### config.mk
export PLATFORM = sky130hd
export DESIGN_NAME = conv3d_seq
export DESIGN_NICKNAME = d
export VERILOG_FILES = /design/src/rtl/conv3d_pkg.sv /design/src/rtl/conv3d_req_hold.sv /design/src/rtl/conv3d_seq.sv
export SDC_FILE = /design/constraint.sdc
export NUM_CORES = 1
export LEC_CHECK = 0
export CAP_MARGIN = 5
export CORE_MARGIN = 3
export CORE_UTILIZATION = 47
export DETAILED_ROUTE_END_ITERATION = 10
export MAX_ROUTING_LAYER = met4
export PLACE_DENSITY = 0.78
export REMOVE_ABC_BUFFERS = 1
export SLEW_MARGIN = 20
export SYNTH_ARGS = -nofsm -noshare
export SYNTH_HDL_FRONTEND = slang
export SYNTH_SLANG_ARGS = --single-unit
### constraint.sdc
create_clock -name clk -period 2.7 [get_ports clk]
set_input_delay 0.54 -clock clk [delete_from_list [all_inputs] [get_ports clk]]
set_output_delay 0.54 -clock clk [all_outputs]
set_load 0.1 [all_outputs]
### src/rtl/conv3d_pkg.sv
// Shared definitions for the conv3d layer sequencer: FSM states, read-port
// select codes and the start-configuration validity check.
package conv3d_pkg;

    typedef enum logic [3:0] {
        S_IDLE  = 4'd0,
        S_WREQ  = 4'd1,
        S_WWAIT = 4'd2,
        S_XREQ  = 4'd3,
        S_XWAIT = 4'd4,
        S_PE    = 4'd5,
        S_YREQ  = 4'd6,
        S_YWAIT = 4'd7,
        S_FIN   = 4'd8
    } state_t;

    // rd_sel codes: which buffer the read burst fills
    localparam logic SEL_WEIGHT  = 1'b0;
    localparam logic SEL_FEATURE = 1'b1;

    // A layer run needs at least one row and non-empty row bursts
    function automatic logic cfg_valid(
        input logic [8:0]  height_out,
        input logic [17:0] length_in,
        input logic [17:0] length_out
    );
        return (height_out != 9'd0) && (length_in != 18'd0) && (length_out != 18'd0);
    endfunction

endpackage

### src/rtl/conv3d_req_hold.sv
// Request/acknowledge holder: raises req one cycle after launch, captures the
// payload, and keeps both stable until ack is sampled with req high.
module conv3d_req_hold #(
    parameter int W = 8
) (
    input  logic         clk,
    input  logic         rst,
    input  logic         launch,
    input  logic [W-1:0] payload_in,
    input  logic         ack,
    output logic         req,
    output logic [W-1:0] payload
);

    logic         req_reg;
    logic [W-1:0] payload_reg;

    // Hold the request until accepted; a launch only takes effect while idle
    always_ff @(posedge clk) begin
        if (!rst) begin
            req_reg     <= 1'b0;
            payload_reg <= '0;
        end else if (req_reg) begin
            if (ack) begin
                req_reg <= 1'b0;
            end
        end else if (launch) begin
            req_reg     <= 1'b1;
            payload_reg <= payload_in;
        end
    end

    assign req     = req_reg;
    assign payload = payload_reg;

endmodule

### src/rtl/conv3d_seq.sv
// Layer sequencer for a 3D convolution engine: optional weight prefetch, then
// per output row: read input row, run the PE array, write output row.
module conv3d_seq
    import conv3d_pkg::*;
#(
    parameter int AW = 30
) (
    input  logic          clk,
    input  logic          rst,
    input  logic          cfg_ena,
    input  logic          cfg_prefetch,
    input  logic [AW-1:0] cfg_waddr,
    input  logic [7:0]    cfg_length_w,
    input  logic [AW-1:0] cfg_xbase,
    input  logic [AW-1:0] cfg_ybase,
    input  logic [AW-1:0] cfg_xoffset,
    input  logic [AW-1:0] cfg_yoffset,
    input  logic [8:0]    cfg_height_out,
    input  logic [17:0]   cfg_length_in,
    input  logic [17:0]   cfg_length_out,
    output logic          rd_req,
    output logic [AW-1:0] rd_addr,
    output logic [17:0]   rd_len,
    output logic          rd_sel,
    input  logic          rd_ack,
    input  logic          rd_done,
    output logic          wr_req,
    output logic [AW-1:0] wr_addr,
    output logic [17:0]   wr_len,
    input  logic          wr_ack,
    input  logic          wr_done,
    output logic          pe_start,
    input  logic          pe_done,
    output logic          busy,
    output logic          irq_done,
    output logic          err_cfg
);

    localparam int RW = 1 + AW + 18;
    localparam int WW = AW + 18;

    state_t        state_reg, state_next;
    logic          pending_reg;
    logic [AW-1:0] waddr_reg, x_ptr_reg, y_ptr_reg, xoffset_reg, yoffset_reg;
    logic [7:0]    length_w_reg;
    logic [8:0]    height_reg, row_reg;
    logic [17:0]   length_in_reg, length_out_reg;
    logic          err_reg, pe_start_reg, irq_reg;

    logic          cfg_ok, err_next;
    logic          w_finish, x_finish, row_done, last_row;
    logic          rd_launch, wr_launch;
    logic [RW-1:0] rd_payload_in, rd_payload;
    logic [WW-1:0] wr_payload_in, wr_payload;

    assign cfg_ok   = cfg_valid(cfg_height_out, cfg_length_in, cfg_length_out);
    assign last_row = ((row_reg + 9'd1) == height_reg);

    // Completion events; ack+done together lets a REQ state skip its WAIT
    assign w_finish = ((state_reg == S_WREQ) && rd_req && rd_ack && rd_done) ||
                      ((state_reg == S_WWAIT) && rd_done);
    assign x_finish = ((state_reg == S_XREQ) && rd_req && rd_ack && rd_done) ||
                      ((state_reg == S_XWAIT) && rd_done);
    assign row_done = ((state_reg == S_YREQ) && wr_req && wr_ack && wr_done) ||
                      ((state_reg == S_YWAIT) && wr_done);

    // Any start pulse outside IDLE is rejected; in IDLE only a bad layer start is
    assign err_next = (state_reg == S_IDLE) ? (cfg_ena && !cfg_ok)
                                            : (cfg_ena || cfg_prefetch);

    // Next-state logic
    always_comb begin
        state_next = state_reg;
        case (state_reg)
            S_IDLE: begin
                if (cfg_prefetch)          state_next = S_WREQ;
                else if (cfg_ena && cfg_ok) state_next = S_XREQ;
            end
            S_WREQ: begin
                if (w_finish)               state_next = pending_reg ? S_XREQ : S_IDLE;
                else if (rd_req && rd_ack)  state_next = S_WWAIT;
            end
            S_WWAIT: begin
                if (w_finish)               state_next = pending_reg ? S_XREQ : S_IDLE;
            end
            S_XREQ: begin
                if (x_finish)               state_next = S_PE;
                else if (rd_req && rd_ack)  state_next = S_XWAIT;
            end
            S_XWAIT: begin
                if (x_finish)               state_next = S_PE;
            end
            S_PE: begin
                if (pe_done)                state_next = S_YREQ;
            end
            S_YREQ: begin
                if (row_done)               state_next = last_row ? S_FIN : S_XREQ;
                else if (wr_req && wr_ack)  state_next = S_YWAIT;
            end
            S_YWAIT: begin
                if (row_done)               state_next = last_row ? S_FIN : S_XREQ;
            end
            S_FIN:   state_next = S_IDLE;
            default: state_next = S_IDLE;
        endcase
    end

    // State, configuration snapshot, row pointers and output pulses
    always_ff @(posedge clk) begin
        if (!rst) begin
            state_reg      <= S_IDLE;
            pending_reg    <= 1'b0;
            waddr_reg      <= '0;
            length_w_reg   <= '0;
            height_reg     <= '0;
            length_in_reg  <= '0;
            length_out_reg <= '0;
            xoffset_reg    <= '0;
            yoffset_reg    <= '0;
            x_ptr_reg      <= '0;
            y_ptr_reg      <= '0;
            row_reg        <= '0;
            err_reg        <= 1'b0;
            pe_start_reg   <= 1'b0;
            irq_reg        <= 1'b0;
        end else begin
            state_reg    <= state_next;
            err_reg      <= err_next;
            pe_start_reg <= (state_next == S_PE) && (state_reg != S_PE);
            irq_reg      <= (state_next == S_FIN);

            if (state_reg == S_IDLE) begin
                if (cfg_prefetch || (cfg_ena && cfg_ok)) begin
                    waddr_reg    <= cfg_waddr;
                    length_w_reg <= cfg_length_w;
                end
                if (cfg_ena && cfg_ok) begin
                    height_reg     <= cfg_height_out;
                    length_in_reg  <= cfg_length_in;
                    length_out_reg <= cfg_length_out;
                    xoffset_reg    <= cfg_xoffset;
                    yoffset_reg    <= cfg_yoffset;
                    x_ptr_reg      <= cfg_xbase;
                    y_ptr_reg      <= cfg_ybase;
                    row_reg        <= 9'd0;
                    pending_reg    <= cfg_prefetch;
                end
            end else if (w_finish) begin
                pending_reg <= 1'b0;
            end

            // Strided row advance; AW-bit adders wrap modulo 2^AW
            if (row_done) begin
                x_ptr_reg <= x_ptr_reg + xoffset_reg;
                y_ptr_reg <= y_ptr_reg + yoffset_reg;
                row_reg   <= row_reg + 9'd1;
            end
        end
    end

    assign rd_launch     = (state_reg == S_WREQ) || (state_reg == S_XREQ);
    assign rd_payload_in = (state_reg == S_WREQ)
                         ? {SEL_WEIGHT, waddr_reg, {10'd0, length_w_reg}}
                         : {SEL_FEATURE, x_ptr_reg, length_in_reg};
    assign wr_launch     = (state_reg == S_YREQ);
    assign wr_payload_in = {y_ptr_reg, length_out_reg};

    conv3d_req_hold #(.W(RW)) u_rd_hold (
        .clk        (clk),
        .rst        (rst),
        .launch     (rd_launch),
        .payload_in (rd_payload_in),
        .ack        (rd_ack),
        .req        (rd_req),
        .payload    (rd_payload)
    );

    conv3d_req_hold #(.W(WW)) u_wr_hold (
        .clk        (clk),
        .rst        (rst),
        .launch     (wr_launch),
        .payload_in (wr_payload_in),
        .ack        (wr_ack),
        .req        (wr_req),
        .payload    (wr_payload)
    );

    assign {rd_sel, rd_addr, rd_len} = rd_payload;
    assign {wr_addr, wr_len}         = wr_payload;

    assign pe_start = pe_start_reg;
    assign irq_done = irq_reg;
    assign err_cfg  = err_reg;
    assign busy     = (state_reg != S_IDLE);

endmodule

==> reports/summary.json <==
{
  "cts.htree.levels": 2,
  "crit_chain": "ha_4 > inv_2 > fa_2 > nor2b_4 > o2111ai_4 > nand3_2 > a2111o_1 > a31oi_4 > o21ai_2 > buf_6 > a21o_1 > a211o_1",
  "clockRootBuffer": "sky130_fd_sc_hd__clkbuf_16",
  "worst_setup_path_startpoint": "y_ptr_reg[0]",
  "number_of_cell_rows": 65,
  "chipWidth_um": 187,
  "flip_flop_count_of_the_largest_register_after_layout": 49,
  "reg2regPathDepth": 12,
  "synth.distinct_cells": 66,
  "timing.critical_path.buf_inv": 2,
  "power_density_nw_per_um2": 625,
  "average_wire_length_per_cell_after_detail_routing_um": 17.9,
  "antenna_violating_nets_post_route": 0,
  "worst_hold_path.num_cells": 3,
  "reg2reg_from": "y_ptr_reg[0]",
  "switchingPower_mw": 3.79,
  "portBuffers": 314,
  "layout.cells.most_common_list": "sky130_fd_sc_hd__nand2_1, sky130_fd_sc_hd__dfxtp_1, sky130_fd_sc_hd__a21oi_1, sky130_fd_sc_hd__buf_4, sky130_fd_sc_hd__clkdlybuf4s50_1",
  "critPathLaunchType": "flip-flop",
  "worst_clock_skew_ps": 14.3,
  "critical_path.max_stage_delay_ps": 500,
  "synth_top_cell_by_area": "sky130_fd_sc_hd__dfxtp_1",
  "syn-cell-area_um2": 15300,
  "clock_sink_count": 319,
  "overflow": 0,
  "peakVddDrop_mv": 0.466,
  "grt_use_total_pct": 27.9,
  "synth.top_cell.area_share_pct": 41.7,
  "global_route_wire_length_before_repair_um": 79500,
  "crit-reg2reg-capture": "y_ptr_reg[26]",
  "worstHoldEndpoint": "length_out_reg[9]",
  "period_minus_slack_ps": 2710,
  "syn2layout_area_growth_pct": 36.0,
  "path_clk_slew_ps": 60,
  "slew_viol_final": 0,
  "antenna_violations_before_repair": 5,
  "via_count": 16100,
  "achievable_clock_frequency_mhz": 369,
  "leakage_nw": 8.47,
  "grt_max_degree": 90,
  "chip_height_um": 187,
  "clock_latency_ps": 520,
  "final_critical_path_setup_slack_ps": -7.38,
  "rsz0062_at_grt": "yes",
  "critPathTopFamily": "compound AO/OA/AOI/OAI gates",
  "synthesized_netlist_cell_count": 1990,
  "multi_input_area_um2": 8560,
  "placed_area_um2": 19200,
  "seq_area_frac_synth_pct": 41.7,
  "crit_cells": 12,
  "timing.final.setup_violations": 1,
  "critical_path_required_ps": 3090,
  "die_area_um2": 34800,
  "detailedRoute.firstIterationViolations": 1063,
  "critical_path.slowest_cell": "sky130_fd_sc_hd__a2111o_1",
  "cts_max_path_buffers": 3,
  "share_seq_of_total_power_pct": 40.2,
  "status": "complete, but fails checks",
  "max_cap_viol_count": 0,
  "final_net_count": 2602,
  "synth.area.top_cells": "sky130_fd_sc_hd__dfxtp_1, sky130_fd_sc_hd__nand2_1, sky130_fd_sc_hd__a21oi_1",
  "final_hold_violation_count": 0,
  "worst-setup-path-type": "reg2reg",
  "post_route_cells_drive_above_1_share_pct": 15.0,
  "syn-mean-instance-area_um2": 7.70,
  "min-delay-start": "cfg_length_out[9]",
  "path_max_fanout": 4,
  "holdCritPathClass": "in2reg",
  "switching_share_pct": 29.1,
  "ys_warn_count": 0,
  "first_global_vias": 15500,
  "vias_per_cell": 5.74,
  "finalCritPeriodShare_pct": 100,
  "fillCellCount": 2628,
  "timing.reg2reg.setup_slack_ps": -7,
  "dpl_worst_slack_ps": -494,
  "final_area_um2": 20800,
  "internal_power_mw": 9.24,
  "synth_async_sr_flop_share_pct": 0,
  "timing.critical_path.to_type": "flip-flop",
  "synthFlopType": "sky130_fd_sc_hd__dfxtp_1",
  "mostFrequentLayoutCell": "sky130_fd_sc_hd__nand2_1",
  "dp_hpwl_um": 34800,
  "max_slew.worst_pin.slew_ps": 1080,
  "drcViolationCount": 0,
  "pre_antenna_drt_iters": 5,
  "core_region_area_um2": 31800,
  "initial_cell_density_of_the_core_pct": 48.2,
  "detail_route.wirelength_um": 50000,
  "finalSetupTns_ps": -7.38,
  "power.combinational.fraction_pct": 20.7,
  "synth_edf_count": 0,
  "gp_routability_congestion": 0.907,
  "power.clock.fraction_pct": 39.1,
  "slew_headroom_pct": 27.8,
  "crit_path_arrival_time_ps": 3100,
  "failed_checks": "negative setup slack",
  "ys_ff_latch": 319,
  "tritoncts": "built",
  "top_level_ports": 315,
  "ff_latch_area_um2": 6390,
  "cts_buffers": 36
}
[cell type report]
| type | instances | area share [%] |
|---|---|---|
| diodes | 5 | 0.0600 |
| clock buffers | 49 | 4.85 |
| clock inverters | 15 | 1.04 |
| inverters | 17 | 0.342 |
| multi-input cells | 1516 | 41.1 |
| flip-flops and latches | 319 | 30.7 |
| well taps | 435 | 2.61 |
| repair buffers | 439 | 19.4 |
[worst register-to-register path, stage by stage, from the launching register on]
cell                        delay (ps)
sky130_fd_sc_hd__dfxtp_2           340
sky130_fd_sc_hd__ha_4              160
sky130_fd_sc_hd__inv_2              50
sky130_fd_sc_hd__fa_2              220
sky130_fd_sc_hd__nor2b_4            60
sky130_fd_sc_hd__o2111ai_4         210
sky130_fd_sc_hd__nand3_2           160
sky130_fd_sc_hd__a2111o_1          500
sky130_fd_sc_hd__a31oi_4           270
sky130_fd_sc_hd__o21ai_2           110
sky130_fd_sc_hd__buf_6             140
sky130_fd_sc_hd__a21o_1            150
sky130_fd_sc_hd__a211o_1           240
[power by group through the flow]
stage	Sequential, mW	Combinational [mW]	Clock (mW)
after floorplan	5.49	1.29	0
after global placement	5.31	2.51	0
after detailed placement	5.33	2.55	0
after CTS	5.23	2.58	5.15
after global routing	5.26	2.94	5.32
final	5.23	2.70	5.10
[what timing repair did]
action / 4_1_cts / 5_1_grt
gates resized for setup: 11 / 76
buffers inserted: 0 / 15
pin swaps: 0 / 36
gates cloned: 0 / 1
setup endpoints to repair: 11 / 59
hold buffers: 0 / 0
[metal layers]
metal	routed length (um)	GRT usage (%)	share of wire (%)
met3	3690	4.17	7.4
met2	23300	44.7	47
met1	21400	36.4	43
met4	1580	9.39	3.2
met5	0	-	0
[logic make-up (layout without fill, tap and decap cells)]
family | count (synthesis) | in the layout | synth area share (%)
other | 0 | 5 | 0
XOR/XNOR | 44 | 44 | 2.52
adder cells (fa/ha/maj) | 61 | 61 | 5.08
flip-flops | 319 | 319 | 41.7
AO/OA/AOI/OAI | 553 | 553 | 22.4
buffers and inverters | 155 | 520 | 4.25
multiplexers | 10 | 10 | 0.653
AND/OR/NAND/NOR | 848 | 848 | 23.4
[worst max-delay path by stage]
stage | end | slack [ps]
floorplan | row_reg[5] | -3530
global placement | row_reg[5] | -490
detailed placement | y_ptr_reg[17] | -490
CTS | y_ptr_reg[26] | 7
global route | y_ptr_reg[26] | -70
finish | y_ptr_reg[26] | -7
[per-stage QoR]
stage | util, % | cells | hold WS [ps] | power [mW]
after floorplan | - | 1852 | 432 | 6.78
after global placement | 60.3 | 2711 | 435 | 7.82
after detailed placement | 60.3 | 2711 | 444 | 7.88
after CTS | 64.3 | 2775 | 452 | 13.0
after global routing | 65.5 | 2794 | 325 | 13.5
final | 65.5 | 2795 | 332 | 13.0
[cell usage after synthesis, types with 8 or more instances]
master	number
sky130_fd_sc_hd__inv_1	16
sky130_fd_sc_hd__nand4_1	12
sky130_fd_sc_hd__nand2b_1	17
sky130_fd_sc_hd__xor2_1	18
sky130_fd_sc_hd__nor4_1	10
sky130_fd_sc_hd__and3_1	31
sky130_fd_sc_hd__o21ai_0	42
sky130_fd_sc_hd__a21o_1	25
sky130_fd_sc_hd__o211ai_1	9
sky130_fd_sc_hd__a31oi_1	13
sky130_fd_sc_hd__a211o_1	8
sky130_fd_sc_hd__a311oi_1	29
sky130_fd_sc_hd__nor3_1	24
sky130_fd_sc_hd__o221ai_1	38
sky130_fd_sc_hd__a211oi_1	19
sky130_fd_sc_hd__dfxtp_1	319
sky130_fd_sc_hd__nand2_1	589
sky130_fd_sc_hd__ha_1	59
sky130_fd_sc_hd__a21oi_1	313
sky130_fd_sc_hd__xnor2_1	26
sky130_fd_sc_hd__mux2i_1	10
sky130_fd_sc_hd__nand3_1	40
sky130_fd_sc_hd__nor2b_1	10
sky130_fd_sc_hd__clkbuf_1	98
sky130_fd_sc_hd__nor2_1	82
sky130_fd_sc_hd__buf_2	28
No activity file was read; power rests on OpenSTA's default activity.
